<file path="config.mk">
export PLATFORM = sky130hd
export DESIGN_NAME = zigbee_freq_discriminator
export DESIGN_NICKNAME = d
export VERILOG_FILES = /design/src/rtl/zigbee_demod_pkg.sv /design/src/rtl/zigbee_phase_diff.sv /design/src/rtl/zigbee_freq_discriminator.sv
export SDC_FILE = /design/constraint.sdc
export NUM_CORES = 1
export LEC_CHECK = 0
export ABC_AREA = 1
export CAP_MARGIN = 5
export CELL_PAD_IN_SITES_DETAIL_PLACEMENT = 0
export CELL_PAD_IN_SITES_GLOBAL_PLACEMENT = 1
export CORE_UTILIZATION = 40
export DETAILED_ROUTE_END_ITERATION = 10
export HOLD_SLACK_MARGIN = 0.15
export PLACE_DENSITY = 0.89
export SETUP_SLACK_MARGIN = 0.1
export SYNTH_ARGS = -nofsm -noshare
export SYNTH_HDL_FRONTEND = slang
export SYNTH_SLANG_ARGS = --single-unit
</file>
<file path="constraint.sdc">
create_clock -name clk -period 1.82 [get_ports clk]
set_input_delay 0.182 -clock clk [delete_from_list [all_inputs] [get_ports clk]]
set_output_delay 0.182 -clock clk [all_outputs]
set_load 0.05 [all_outputs]
</file>
<file path="src/rtl/zigbee_demod_pkg.sv">
// Shared types and helpers for the O-QPSK/MSK frequency discriminator.
package zigbee_demod_pkg;

  typedef enum logic {
    IDLE = 1'b0,
    RUN  = 1'b1
  } fd_state_e;

  localparam int DEFAULT_OSR = 4;

  // Sign-extend the low w bits of v to the full 32-bit word; callers cast down to ACC_SIZE.
  function automatic logic [31:0] sext_acc(input logic [31:0] v, input int w);
    logic signed [31:0] t;
    t = signed'(v << (32 - w));
    return 32'(t >>> (32 - w));
  endfunction

endpackage

</file>
<file path="src/rtl/zigbee_phase_diff.sv">
// Phase differentiator: holds the previous phase and emits the modulo-2pi difference.
module zigbee_phase_diff
  import zigbee_demod_pkg::*;
#(
  parameter int W_SIZE = 6
) (
  input  logic              clk,
  input  logic              nrst,
  input  logic              enable,
  input  logic [W_SIZE-1:0] win,
  input  logic              win_valid,
  output logic [W_SIZE-1:0] freq_o,
  output logic              freq_valid,
  output logic              state_o
);

  fd_state_e         state_q, state_d;
  logic [W_SIZE-1:0] prev_q, prev_d;
  logic [W_SIZE-1:0] freq_q, freq_d;
  logic              fvalid_q, fvalid_d;

  always_comb begin
    state_d  = state_q;
    prev_d   = prev_q;
    freq_d   = freq_q;
    fvalid_d = 1'b0;
    if (!enable) begin
      state_d = IDLE;
      prev_d  = '0;
      freq_d  = '0;
    end else if (win_valid) begin
      prev_d  = win;
      state_d = RUN;
      // Truncating subtraction gives the natural wrap; +180 deg lands on the most negative code.
      if (state_q == RUN) begin
        freq_d   = win - prev_q;
        fvalid_d = 1'b1;
      end
    end
  end

  always_ff @(posedge clk or negedge nrst) begin
    if (!nrst) begin
      state_q  <= IDLE;
      prev_q   <= '0;
      freq_q   <= '0;
      fvalid_q <= 1'b0;
    end else begin
      state_q  <= state_d;
      prev_q   <= prev_d;
      freq_q   <= freq_d;
      fvalid_q <= fvalid_d;
    end
  end

  assign freq_o     = freq_q;
  assign freq_valid = fvalid_q;
  assign state_o    = state_q;

endmodule

</file>
<file path="src/rtl/zigbee_freq_discriminator.sv">
// Frequency discriminator with integrate-and-dump chip decisions over OSR samples.
// Valids are single-cycle strobes with no backpressure: data is consumed on the cycle its valid is high.
module zigbee_freq_discriminator
  import zigbee_demod_pkg::*;
#(
  parameter int W_SIZE   = 6,
  parameter int OSR      = DEFAULT_OSR,
  parameter int ACC_SIZE = W_SIZE + $clog2(OSR)
) (
  input  logic                clk,
  input  logic                nrst,
  input  logic                enable,
  input  logic [W_SIZE-1:0]   Win,
  input  logic                win_valid,
  input  logic                chip_align,
  output logic [W_SIZE-1:0]   freq_o,
  output logic                freq_valid,
  output logic [ACC_SIZE-1:0] acc_o,
  output logic                chip_o,
  output logic                chip_valid,
  output logic                state_o
);

  localparam int CNT_W = $clog2(OSR);

  logic [CNT_W-1:0]    cnt_q, cnt_d, cnt_eff;
  logic [ACC_SIZE-1:0] acc_q, acc_d;
  logic [ACC_SIZE-1:0] acc_out_q, acc_out_d;
  logic                chip_q, chip_d;
  logic                cvalid_q, cvalid_d;
  logic [ACC_SIZE-1:0] freq_ext;
  logic [ACC_SIZE-1:0] sum;

  zigbee_phase_diff #(.W_SIZE(W_SIZE)) u_phase_diff (
    .clk        (clk),
    .nrst       (nrst),
    .enable     (enable),
    .win        (Win),
    .win_valid  (win_valid),
    .freq_o     (freq_o),
    .freq_valid (freq_valid),
    .state_o    (state_o)
  );

  assign freq_ext = ACC_SIZE'(sext_acc(32'(freq_o), W_SIZE));
  // An align pulse coinciding with a sample makes that sample the first of the new chip.
  assign cnt_eff  = chip_align ? '0 : cnt_q;
  assign sum      = (cnt_eff == '0) ? freq_ext : acc_q + freq_ext;

  always_comb begin
    cnt_d     = cnt_eff;
    acc_d     = acc_q;
    acc_out_d = acc_out_q;
    chip_d    = chip_q;
    cvalid_d  = 1'b0;
    if (!enable) begin
      cnt_d     = '0;
      acc_d     = '0;
      acc_out_d = '0;
      chip_d    = 1'b0;
    end else if (freq_valid) begin
      acc_d = sum;
      if (cnt_eff == CNT_W'(OSR - 1)) begin
        cnt_d     = '0;
        cvalid_d  = 1'b1;
        acc_out_d = sum;
        chip_d    = ~sum[ACC_SIZE-1];
      end else begin
        cnt_d = cnt_eff + CNT_W'(1);
      end
    end
  end

  always_ff @(posedge clk or negedge nrst) begin
    if (!nrst) begin
      cnt_q     <= '0;
      acc_q     <= '0;
      acc_out_q <= '0;
      chip_q    <= 1'b0;
      cvalid_q  <= 1'b0;
    end else begin
      cnt_q     <= cnt_d;
      acc_q     <= acc_d;
      acc_out_q <= acc_out_d;
      chip_q    <= chip_d;
      cvalid_q  <= cvalid_d;
    end
  end

  assign acc_o      = acc_out_q;
  assign chip_o     = chip_q;
  assign chip_valid = cvalid_q;

endmodule
</file>
# Word-level counts from Yosys, hierarchy flattened
# Cells that the tools add are included.
dict set report classes {
  n_lt_le_gt_ge 0
  n_shift 0
  n_eq_ne 5
  n_reduce_logical 3
  muxes 26
  bitwise 1
  add_sub_neg 3
  n_mul 0
  div_mod_pow 0
}
# cell n
set op_table {}
lappend op_table {{8-bit two-way mux} 6}
lappend op_table {{6-bit two-way mux} 5}
lappend op_table {{1-bit two-way mux} 11}
lappend op_table {{8-bit adder} 1}
lappend op_table {{2-bit two-way mux} 4}
lappend op_table {{2-bit by 1-bit inequality test with 1-bit output (second input constant)} 4}
lappend op_table {{6-bit subtractor} 1}
lappend op_table {{2-bit AND reduction} 2}
lappend op_table {{2-bit by 1-bit adder with 2-bit output (second input constant)} 1}
lappend op_table {{2-bit equality test (second input constant)} 1}
lappend op_table {{2-bit zero test} 1}
lappend op_table {{1-bit NOT} 1}
dict set report totals {
  elab_cells 47
  latch_bits 0
  regBits 34
  n_memories 0
  inputBits 11
  out_inout_bits 18
  romBits 0
  ramBits 0
}

# Depth between registers and ports, before layout
dict set report depth {
  ltp_word 7
  depth_mapped 10
  depth_no_buf 10
}

# Modules after synthesis
# A second synthesis with hierarchy kept.
dict set report hier_totals {
  cells_unflattened 260
  hier_area_um2 2074.5
}
# module area_each_um2 cells_each seq_area_each_um2 n_inst
set modules_own_cells {}
lappend modules_own_cells {zigbee_freq_discriminator 1282.5 168 500.5 1}
lappend modules_own_cells {zigbee_phase_diff 792.0 92 350.3 1}

# Least setup slack after synthesis
# No wires, ideal clock.
dict set report synth_timing {
  path_kind {reg2reg}
  startpoint {register u_phase_diff.freq_q[0], in the netlist u_phase_diff.freq_o[0]}
  endpoint {register acc_out_q[4], in the netlist acc_o[4]}
  setup_time_ns 0.118
  path_stages_with_launch 11
  period_less_slack_ns 1.930
  required_ns 1.702
  t_arrival_ns 1.812
  setup_slack_ns -0.110
  path_cell_list {dfrtp_1 ha_1 inv_1 fa_1 inv_1 nand3_1 nand3_1 xnor2_1 nand2_1 nand3_1 nand2_1}
}
dict set report synth_via {
  elab_chain_cells 5
}
# item line_no
set synth_lines {}
lappend synth_lines {{from (decl)} zigbee_phase_diff.sv:19} ;# logic [W_SIZE-1:0] freq_q, freq_d;
lappend synth_lines {{from (signal assigned)} zigbee_phase_diff.sv:51} ;# freq_q <= freq_d;
lappend synth_lines {{8-bit adder} zigbee_freq_discriminator.sv:48} ;# assign sum = (cnt_eff == '0) ? freq_ext : acc_q + freq_ext;
lappend synth_lines {{8-bit two-way mux} zigbee_freq_discriminator.sv:48}
lappend synth_lines {{8-bit two-way mux} zigbee_freq_discriminator.sv:63} ;# if (cnt_eff == CNT_W'(OSR - 1)) begin
lappend synth_lines {{8-bit two-way mux} zigbee_freq_discriminator.sv:61} ;# end else if (freq_valid) begin
lappend synth_lines {{8-bit two-way mux} zigbee_freq_discriminator.sv:56} ;# if (!enable) begin
lappend synth_lines {{to (signal assigned)} zigbee_freq_discriminator.sv:84} ;# acc_out_q <= acc_out_d;
lappend synth_lines {{to (decl)} zigbee_freq_discriminator.sv:28} ;# logic [ACC_SIZE-1:0] acc_out_q, acc_out_d;
# Every way passes these cells. The select of a mux whose other input is x is not followed.
# A chain may end at the register's enable or synchronous reset.

# Worst setup path in the final report
dict set report layout_timing {
  startpoint {register u_phase_diff.freq_q[0], in the netlist u_phase_diff.freq_o[0]}
  endpoint {register acc_out_q[2], in the netlist acc_o[2]}
}
# Same word-level chain as after synthesis.

==> impl_metrics.json <==
{
  "status": "completed",
  "setup_tns_ns": 0,
  "ys_ff_latch": 34,
  "ys_warn_count": 0,
  "clkTransAtPathRegs_ns": 0.07,
  "synth_common_cells": "nand2_1 (66), inv_1 (40), dfrtp_1 (34), nand3_1 (26), ha_1 (14)",
  "cpMostUsedCell": "buf_4",
  "grt_util_all_layers_pct": 19.32,
  "finalHoldViolCount": 0,
  "grt_first_pass_wirelength_um": 7734,
  "clock_latency_ns": 0.28,
  "hp-class": "input port to asynchronous set/reset pin",
  "p_sw_share_pct": 29.17,
  "worst-endpoint-required_ns": 2.00,
  "fin_ws_ns": 0.1389,
  "wl_per_cell_um": 12.10,
  "cts_tree": "done",
  "synthCells": 247,
  "rows": 25,
  "yosys-top-cells-area": "dfrtp_1 (43%), nand2_1 (13%), ha_1 (8.9%)",
  "drt-initial-drc-count": 107,
  "cpPeakStageDelay_ns": 0.40,
  "cpMaxStageDelayCell": "dfrtp_2",
  "worst-path-max-fanout": 3,
  "maxCapViolCount": 0,
  "fillers": 447,
  "grt_start_max_net_pins": 35,
  "powerDensity_nw_per_um2": 657.0,
  "area_delta_synth_final_pct": 32.17,
  "ir_drop_mv": 0.3588,
  "drtPass1Iterations": 4,
  "dp_hpwl_um": 3381,
  "cts_max_level": 2,
  "wl_um": 4356,
  "rsz0062_at_grt": "yes",
  "diodes": 0,
  "skew_ns": 0.004390,
  "r2r_end": "acc_o[2]$_DFFE_PN0P_",
  "path_cells": "ha_4 > inv_2 > fa_2 > buf_4 > xnor2_1 > o21ai_0 > buf_4 > o21ai_1",
  "die_area_um2": 5214,
  "p_leak_nw": 1.307,
  "place.gp.congestion": 0.8194,
  "netlist_area_um2": 1972,
  "num_vias": 1734,
  "antenna_found_initial": 0,
  "max_freq_mhz": 594.8,
  "rrSetupSlack_ns": 0.14,
  "pre_cts_ws_ns": 0.01101,
  "drc": 0,
  "synth_flop_cell": "dfrtp_1",
  "finalSetupViolations": 0,
  "die_y_um": 72.21,
  "syn_area_per_cell_um2": 7.983,
  "r2r_start": "u_phase_diff.freq_o[0]$_DFFE_PN0P_",
  "period_minus_slack_ns": 1.681,
  "tightestPinTransition_ns": 0.5010,
  "synth_top_area_cell": "dfrtp_1",
  "period_share_pct": 92.37,
  "yosysMostFrequentCell": "nand2_1",
  "dieWidth_um": 72.21,
  "cp-end-kind": "flip-flop",
  "slew_violations": 0,
  "crit_arrival_ns": 1.86,
  "hold_slack_ns": 0.2972,
  "internal_power_mw": 1.213,
  "grt.overflow.total": 0,
  "synth_nets": 274,
  "p_total_mw": 1.712,
  "power_switching_mw": 0.4995,
  "seq_power_share_pct": 47.0,
  "async_flop_share_pct": 100.0,
  "ys_types": 24,
  "vias_per_cell": 4.817,
  "ys_seq_area_share_pct": 43.15,
  "ios": 29,
  "cts.sinks": 34,
  "yosysTopAreaCellShare_pct": 43.15,
  "cts_made_buffers": 5,
  "drive_gt1_share_pct": 17.06,
  "relSlewSlack_pct": 66.49,
  "nets": 319,
  "ff2ff_path_depth": 8,
  "clk_path_buf_depth": 2,
  "worst-setup-path-type": "flip-flop to flip-flop",
  "drtAntennaViolNets": 0,
  "cts_root_buf": "clkbuf_8",
  "port_buffers": 28,
  "core_um2": 4723,
  "startpoint_type": "flip-flop",
  "pwr-share-comb_pct": 19.1,
  "first_global_vias": 1723,
  "p_clk_share_pct": 33.9,
  "synth_edf_count": 0,
  "start_util_pct": 41.75
}
==> power by group through the flow <==
stage	registers [mW]	clock network (mW)	logic, mW
2_1_floorplan	0.870	0	0.141
3_3_place_gp	0.818	0	0.314
3_5_place_dp	0.819	0	0.315
4_1_cts	0.804	0.598	0.316
5_1_grt	0.808	0.637	0.364
6_report	0.805	0.580	0.326
==> kinds of logic after synthesis <==
family	share of synthesized area, %
buf+inv	9.010
flops	43.15
simple gates	23.29
compound gates	10.09
xor+xnor	3.553
fa+ha+maj	10.91
==> per-stage QoR <==
step	instances	area, um2	util, %
after global placement	349	2415	51.13
after detailed placement	349	2415	51.13
after global routing	360	2606	55.18
after CTS	357	2507	53.09
after floorplan	247	1991	-
final	360	2606	55.18
==> critical path, delay by kind of cell (launching register included) <==
kind | cells | cell delay [ns]
XOR/XNOR | 1 | 0.11
adder cells (fa/ha/maj) | 2 | 0.55
buffers and inverters | 3 | 0.33
AO/OA/AOI/OAI | 2 | 0.19
flip-flops | 1 | 0.40
==> worst max-delay path by stage <==
stage                                                  start                                  to  slack (ns)  depth (start not counted)
after floorplan           u_phase_diff.freq_o[0]$_DFFE_PN0P_                acc_o[4]$_DFFE_PN0P_        0.13                         10
after global placement                                Win[0]  u_phase_diff.freq_o[4]$_DFFE_PN0P_        0.05                          9
after detailed placement                              Win[0]  u_phase_diff.freq_o[4]$_DFFE_PN0P_        0.01                          9
after CTS                 u_phase_diff.freq_o[0]$_DFFE_PN0P_                           freq_o[0]        0.11                          1
after global routing      u_phase_diff.freq_o[0]$_DFFE_PN0P_                acc_o[2]$_DFFE_PN0P_        0.03                          8
final                     u_phase_diff.freq_o[0]$_DFFE_PN0P_                acc_o[2]$_DFFE_PN0P_        0.14                          8
==> layer usage <==
layer | part of all wire (%) | vias to the layer above | global-route usage, % | routed length [um]
met4 | 1.3 | 0 | 4.793 | 55
met2 | 50 | 32 | 33.23 | 2168
met3 | 3.0 | 7 | 4.861 | 131
met5 | 0 | - | 0 | 0
met1 | 46 | 818 | 24.35 | 2000
li1 | - | 877 | - | -
==> cell type report <==
type	instances	area [um2]	share of cell area (%)
clock buffers	6	82.58	3.169
clock inverters	2	12.51	0.4801
inverters	42	157.7	6.049
flip-flops and latches	34	854.6	32.79
repair buffers	42	382.9	14.69
multi-input cells	167	1032	39.61
well taps	67	83.83	3.217
==> what timing repair did <==
item / 4_1_cts / 5_1_grt
setup endpoints to repair: 2 / 9
gates resized for setup: 2 / 15
buffers inserted: 0 / 3
pin swaps: 0 / 7
hold buffers: 0 / 0
==> state kept, by name, summed over array words and instances (netlist names) <==
signal	count
chip_o	1
u_phase_diff.prev_q	6
chip_valid	1
u_phase_diff.freq_valid	1
u_phase_diff.state_o	1
acc_o	8
acc_q	8
cnt_q	2
u_phase_diff.freq_o	6
==> placed cells by master, fill, tap and decap left out, types with 2 or more instances in the layout <==
cell / count
a21oi_1: 8
a21oi_2: 2
buf_4: 15
clkbuf_8: 6
clkdlybuf4s50_1: 24
dfrtp_1: 31
dfrtp_2: 3
dlygate4sd2_1: 2
ha_1: 11
ha_4: 3
inv_1: 38
inv_2: 4
nand2_1: 65
nand3_1: 19
nand3_2: 8
nand4_1: 3
nor2_1: 9
nor2_2: 2
o21ai_0: 11
o21ai_1: 5
o21ai_2: 2
o21bai_1: 2
o22ai_1: 3
xnor2_1: 4
xor2_1: 3
No activity file was read; power rests on OpenSTA's default activity.
==> edit 1: new RTL, same flow settings <==
Register the output `state_o`, without a reset; this adds one clock of latency there. The other outputs are not delayed to match.
--- a/src/rtl/zigbee_freq_discriminator.sv
+++ b/src/rtl/zigbee_freq_discriminator.sv
@@ -24,4 +24,6 @@
   localparam int CNT_W = $clog2(OSR);
 
+  logic state_c;
+
   logic [CNT_W-1:0]    cnt_q, cnt_d, cnt_eff;
   logic [ACC_SIZE-1:0] acc_q, acc_d;
@@ -40,5 +42,5 @@
     .freq_o     (freq_o),
     .freq_valid (freq_valid),
-    .state_o    (state_o)
+    .state_o    (state_c)
   );
 
@@ -92,3 +94,7 @@
   assign chip_valid = cvalid_q;
 
+  always_ff @(posedge clk) begin
+    state_o <= state_c;
+  end
+
 endmodule
Check against the original RTL: not equivalent (a bounded check fails within 4 cycles, from zero or initial values and one cycle with nrst low).
==> edit 1 against the original RTL <==
Final cell count did not move. Design area rose by 0.29%. Die area rose by 0.99%. Worst setup slack improved by 0.0061 ns. Non-clock buffer count fell by 1. Register-to-register slack improved by 0.03 ns. Routed wire length rose by 5.1%. Combinational power fell by 2%. Synthesized cell count rose by 0.40%. Via count fell by 1.7%. Count of clock-buffer cells in the layout did not move. Total power rose by 10%. Synthesized area rose by 1.0%. Sequential cell count rose by 1.
==> edit 1: results (changes against the original RTL) <==
- Drt first pass iters: 4 (unchanged)
- Largest net degree at the start of global routing: 35 (unchanged)
- 1st-iter DRT viols: 47 (-56%)
- Final cell count without fillers: 360 (unchanged)
- Adder-Cell Fraction of Synth Area: 10.80% (-0.11 points)
- Status: finished, final reports clean
- Final RePlAce weighted congestion: 0.8958 (+9.3%)
- Sw Pwr: 518.6 uW (+3.8%)
- Xor and xnor area share after synthesis: 3.518% (-0.036 points)
- Cell at the slowest stage of the critical path: clkdlybuf4s50_1
- Placed cell count: 351 (+0.57%)
- Syn_nets: 275 (+0.36%)
- All-Layer GR Usage: 18.97% (-0.35 points)
- Placed Area: 2442 um^2 (+1.1%)
- Largest cells by area after synthesis: dfrtp_1, nand2_1, ha_1, inv_1, nand3_1
- Worst Hold Class: in -> async
- Clock latency on the worst-skew pair: 0.29 ns
- Clock Tree Root: clkbuf_8
- DR vias: 1705 (-1.7%)
- Post-CTS Setup Repair Bufs: 0 (unchanged)
- First-pass GRT wire length: 7562 um (-2.2%)
- Crit path max fanout: 3 (unchanged)
- Compound-cell area share of the yosys netlist: 9.987% (-0.10 points)
- Htree depth: 2 (unchanged)
- Biggest cell delay along the critical path: 0.82 ns (+0.42 ns)
- Mapped Cells: 248 (+0.40%)
- Fillers: 455 (+1.8%)
- Synth cell types: 25 (+4.2%)
- Seq/Total Area, Yosys: 43.72% (+0.57 points)
- CP arrival: 1.49 ns (-0.37 ns)
- CP top delay family: buffers and inverters
- Layout cells sized above 1: 15.02% (-2.0 points)
- Pleak: 0.001325 uW (+1.4%)
- Async S/R FF share, synth: 97.14% (-2.9 points)
- Post-detail-place hpwl: 3407 um (+0.77%)
- Routed wire length: 4576 um (+5.1%)
- Ys flop type: dfrtp_1
- Peak VDD IR: 0.0005387 V (+50%)
- Clock slew at reported path FFs: 0.07 ns (about the same)
- Place WS: 0.005827 ns (-0.005183 ns)
- Slew @ Worst Pin: 0.4994 ns (-0.001655 ns)
- Post-synthesis mux area share: 0% (unchanged)
- # port buffers: 28 (unchanged)
- Nets: 319 (unchanged)
- Final clock skew: 0.005296 ns (+0.0009061 ns)
[edit 1: cell count changes after synthesis, sizes merged]
cell,unedited run,this run
dfxtp,0,1
[edit 1: per-layer routing]
| layer | vias up | global-route usage, % | wire length, um |
|---|---|---|---|
| met5 | - | 0 | 0 |
| met4 | 0 | 6.972 | 70 |
| met3 | 9 | 3.889 | 207 |
| met2 | 40 | 31.98 | 2243 |
| met1 | 776 | 23.99 | 2055 |
| li1 | 880 | - | - |
[edit 1: path summary, 6_finish.rpt]
check | startpoint | end | slack (ns) | depth (start not counted)
setup / recovery | u_phase_diff.freq_o[3] | freq_o[3] | 0.15 | 1
hold / removal | nrst | u_phase_diff.state_o | 0.30 | 2
setup reg to reg | acc_q[0] | acc_o[4] | 0.17 | 10
hold reg to reg | u_phase_diff.state_o | state_o | 0.41 | 0
max in group asynchronous | nrst | u_phase_diff.freq_o[1] | 1.19 | 2
min in group clk | u_phase_diff.state_o | state_o | 0.41 | 0
[edit 1: area by class of cell]
| cell class | instances | area [um^2] | share of cell area (%) |
|---|---|---|---|
| clock buffer | 6 | 82.58 | 3.159 |
| clock inverter | 2 | 35.03 | 1.340 |
| inverter | 42 | 157.7 | 6.032 |
| multi-input combinational | 167 | 1005 | 38.44 |
| sequential | 35 | 874.6 | 33.46 |
| tap | 67 | 83.83 | 3.207 |
| timing repair buffer | 41 | 375.4 | 14.36 |
[edit 1: power groups by stage]
| stage | clock network (uW) | logic, uW | registers (uW) |
|---|---|---|---|
| after floorplan | 0 | 141 | 894 |
| after global placement | 0 | 318 | 841 |
| after detailed placement | 0 | 320 | 843 |
| after CTS | 747 | 319 | 827 |
| after global routing | 776 | 356 | 831 |
| final | 741 | 320 | 828 |
==> edit 2: new RTL, same settings <==
Made on the original files. `W_SIZE` is set to 6 in 2 places; all go to 3.
--- a/src/rtl/zigbee_phase_diff.sv
+++ b/src/rtl/zigbee_phase_diff.sv
@@ -3,5 +3,5 @@
   import zigbee_demod_pkg::*;
 #(
-  parameter int W_SIZE = 6
+  parameter int W_SIZE = 3
 ) (
   input  logic              clk,
--- a/src/rtl/zigbee_freq_discriminator.sv
+++ b/src/rtl/zigbee_freq_discriminator.sv
@@ -4,5 +4,5 @@
   import zigbee_demod_pkg::*;
 #(
-  parameter int W_SIZE   = 6,
+  parameter int W_SIZE   = 3,
   parameter int OSR      = DEFAULT_OSR,
   parameter int ACC_SIZE = W_SIZE + $clog2(OSR)
Ports: changed (resized Win, acc_o and freq_o); port bits go from 29 to 20. No check against the original RTL was run, so the function may have changed too.
==> edit 2 against the original RTL <==
Global-route usage shrank 2.3 points. Sequential share of layout area grew 4.8 points. Worst setup slack gained 0.011 ns. Sequential cell count shrank 12. Synthesized cell count shrank 46%. Total power shrank 37%. Design area shrank 44%. Routed wire length shrank 44%. Via count shrank 46%. Synthesized area shrank 40%. Non-clock buffer count shrank 22. Critical endpoint is now acc_o[0]. Largest power group unchanged.
==> edit 2: results (changes against the original RTL) <==
- Status: finished, final reports clean
- CP top delay family: buffers and inverters
- Placed cell count: 183 (-48%)
- Clk pwr: 383 uW (-34%)
- R2R setup slack: 0.23 ns (+0.09 ns)
- Reg power frac: 48.1% (+1.1 points)
- Final RePlAce weighted congestion: 0.8344 (+1.8%)
- Ys Warns: 0 (unchanged)
- Clock slew at reported path FFs: 0.13 ns (+0.06 ns)
- Biggest cell delay along the critical path: 0.80 ns (+0.40 ns)
- DR vias: 945 (-46%)
- Largest net degree at the start of global routing: 23 (-34%)
- Fillers: 261 (-42%)
- Hold slack: 0.1983 ns (-0.09893 ns)
- CP Launch Point: acc_o[0]
- DR WL/cell: 13.10 um (+8.3%)
- Crit path max fanout: 2 (-1)
- Routed wire length: 2450 um (-44%)
- Largest cells by area after synthesis: dfrtp_1, nand2_1, ha_1, nand3_1, o21ai_1
- Pleak: 0.0008260 uW (-37%)
- # port buffers: 19 (-32%)
- All-Layer GR Usage: 17.00% (-2.3 points)
- Nets: 174 (-45%)
- Final clock skew: 0.004208 ns (-0.0001819 ns)
- Crit path capture: acc_o[0]
- Seq/Total Area, Yosys: 46.66% (+3.5 points)
- Sw Pwr: 289.8 uW (-42%)
- Synth cell count leaders: nand2_1, dfrtp_1, inv_1
- 1st-iter DRT viols: 13 (-88%)
- Clock latency on the worst-skew pair: 0.31 ns (+0.03 ns)
- Synthesized area per cell: 8.871 um^2 (+11%)
- Final worst-path setup slack: 0.1501 ns (+0.01121 ns)
- Post-detail-place hpwl: 1846 um (-45%)
- Cell depth of the worst flop-to-flop path: 10 (+2)
- Relative slew slack: 66.27% (-0.22 points)
- First-pass GRT wire length: 4181 um (-46%)
- Vias in the first global route: 927 (-46%)
- Placed Area: 1404 um^2 (-42%)
- Htree depth: 1 (-1)
- Peak VDD IR: 0.0004769 V (+33%)
- Synth cell types: 21 (-13%)
- Place WS: 0.05578 ns (+0.04477 ns)
- Cell at the slowest stage of the critical path: clkdlybuf4s50_1
edit 2: layer usage:
layer	wire length (um)	vias to the layer above	share of wire [%]	global-route usage, %
met4	19	0	0.78	5.226
met1	1144	449	47	22.26
li1	-	478	-	-
met5	0	-	0	0
met2	1219	16	50	28.74
met3	67	2	2.7	2.995
edit 2: cells by family after synthesis:
| group | share of synthesized area, % |
|---|---|
| AO/OA/AOI/OAI | 11.77 |
| XOR/XNOR | 1.485 |
| adder cells (fa/ha/maj) | 10.82 |
| buffers and inverters | 7.847 |
| flip-flops | 46.66 |
| AND/OR/NAND/NOR | 21.42 |
edit 2: final cells by class:
cell class	instances	area (um^2)	share of cell area [%]
clock buffer	3	22.52	1.536
clock inverter	1	30.03	2.048
inverter	21	81.33	5.546
multi-input combinational	89	539.3	36.77
sequential	22	551.8	37.63
tap	31	38.79	2.645
timing repair buffer	20	202.7	13.82
edit 2: repair_timing:
item / in CTS / in global routing
setup endpoints to repair: 4 / 6
gates cloned: 0 / 0
resized for setup: 4 / 6
hold buffers: 0 / 0
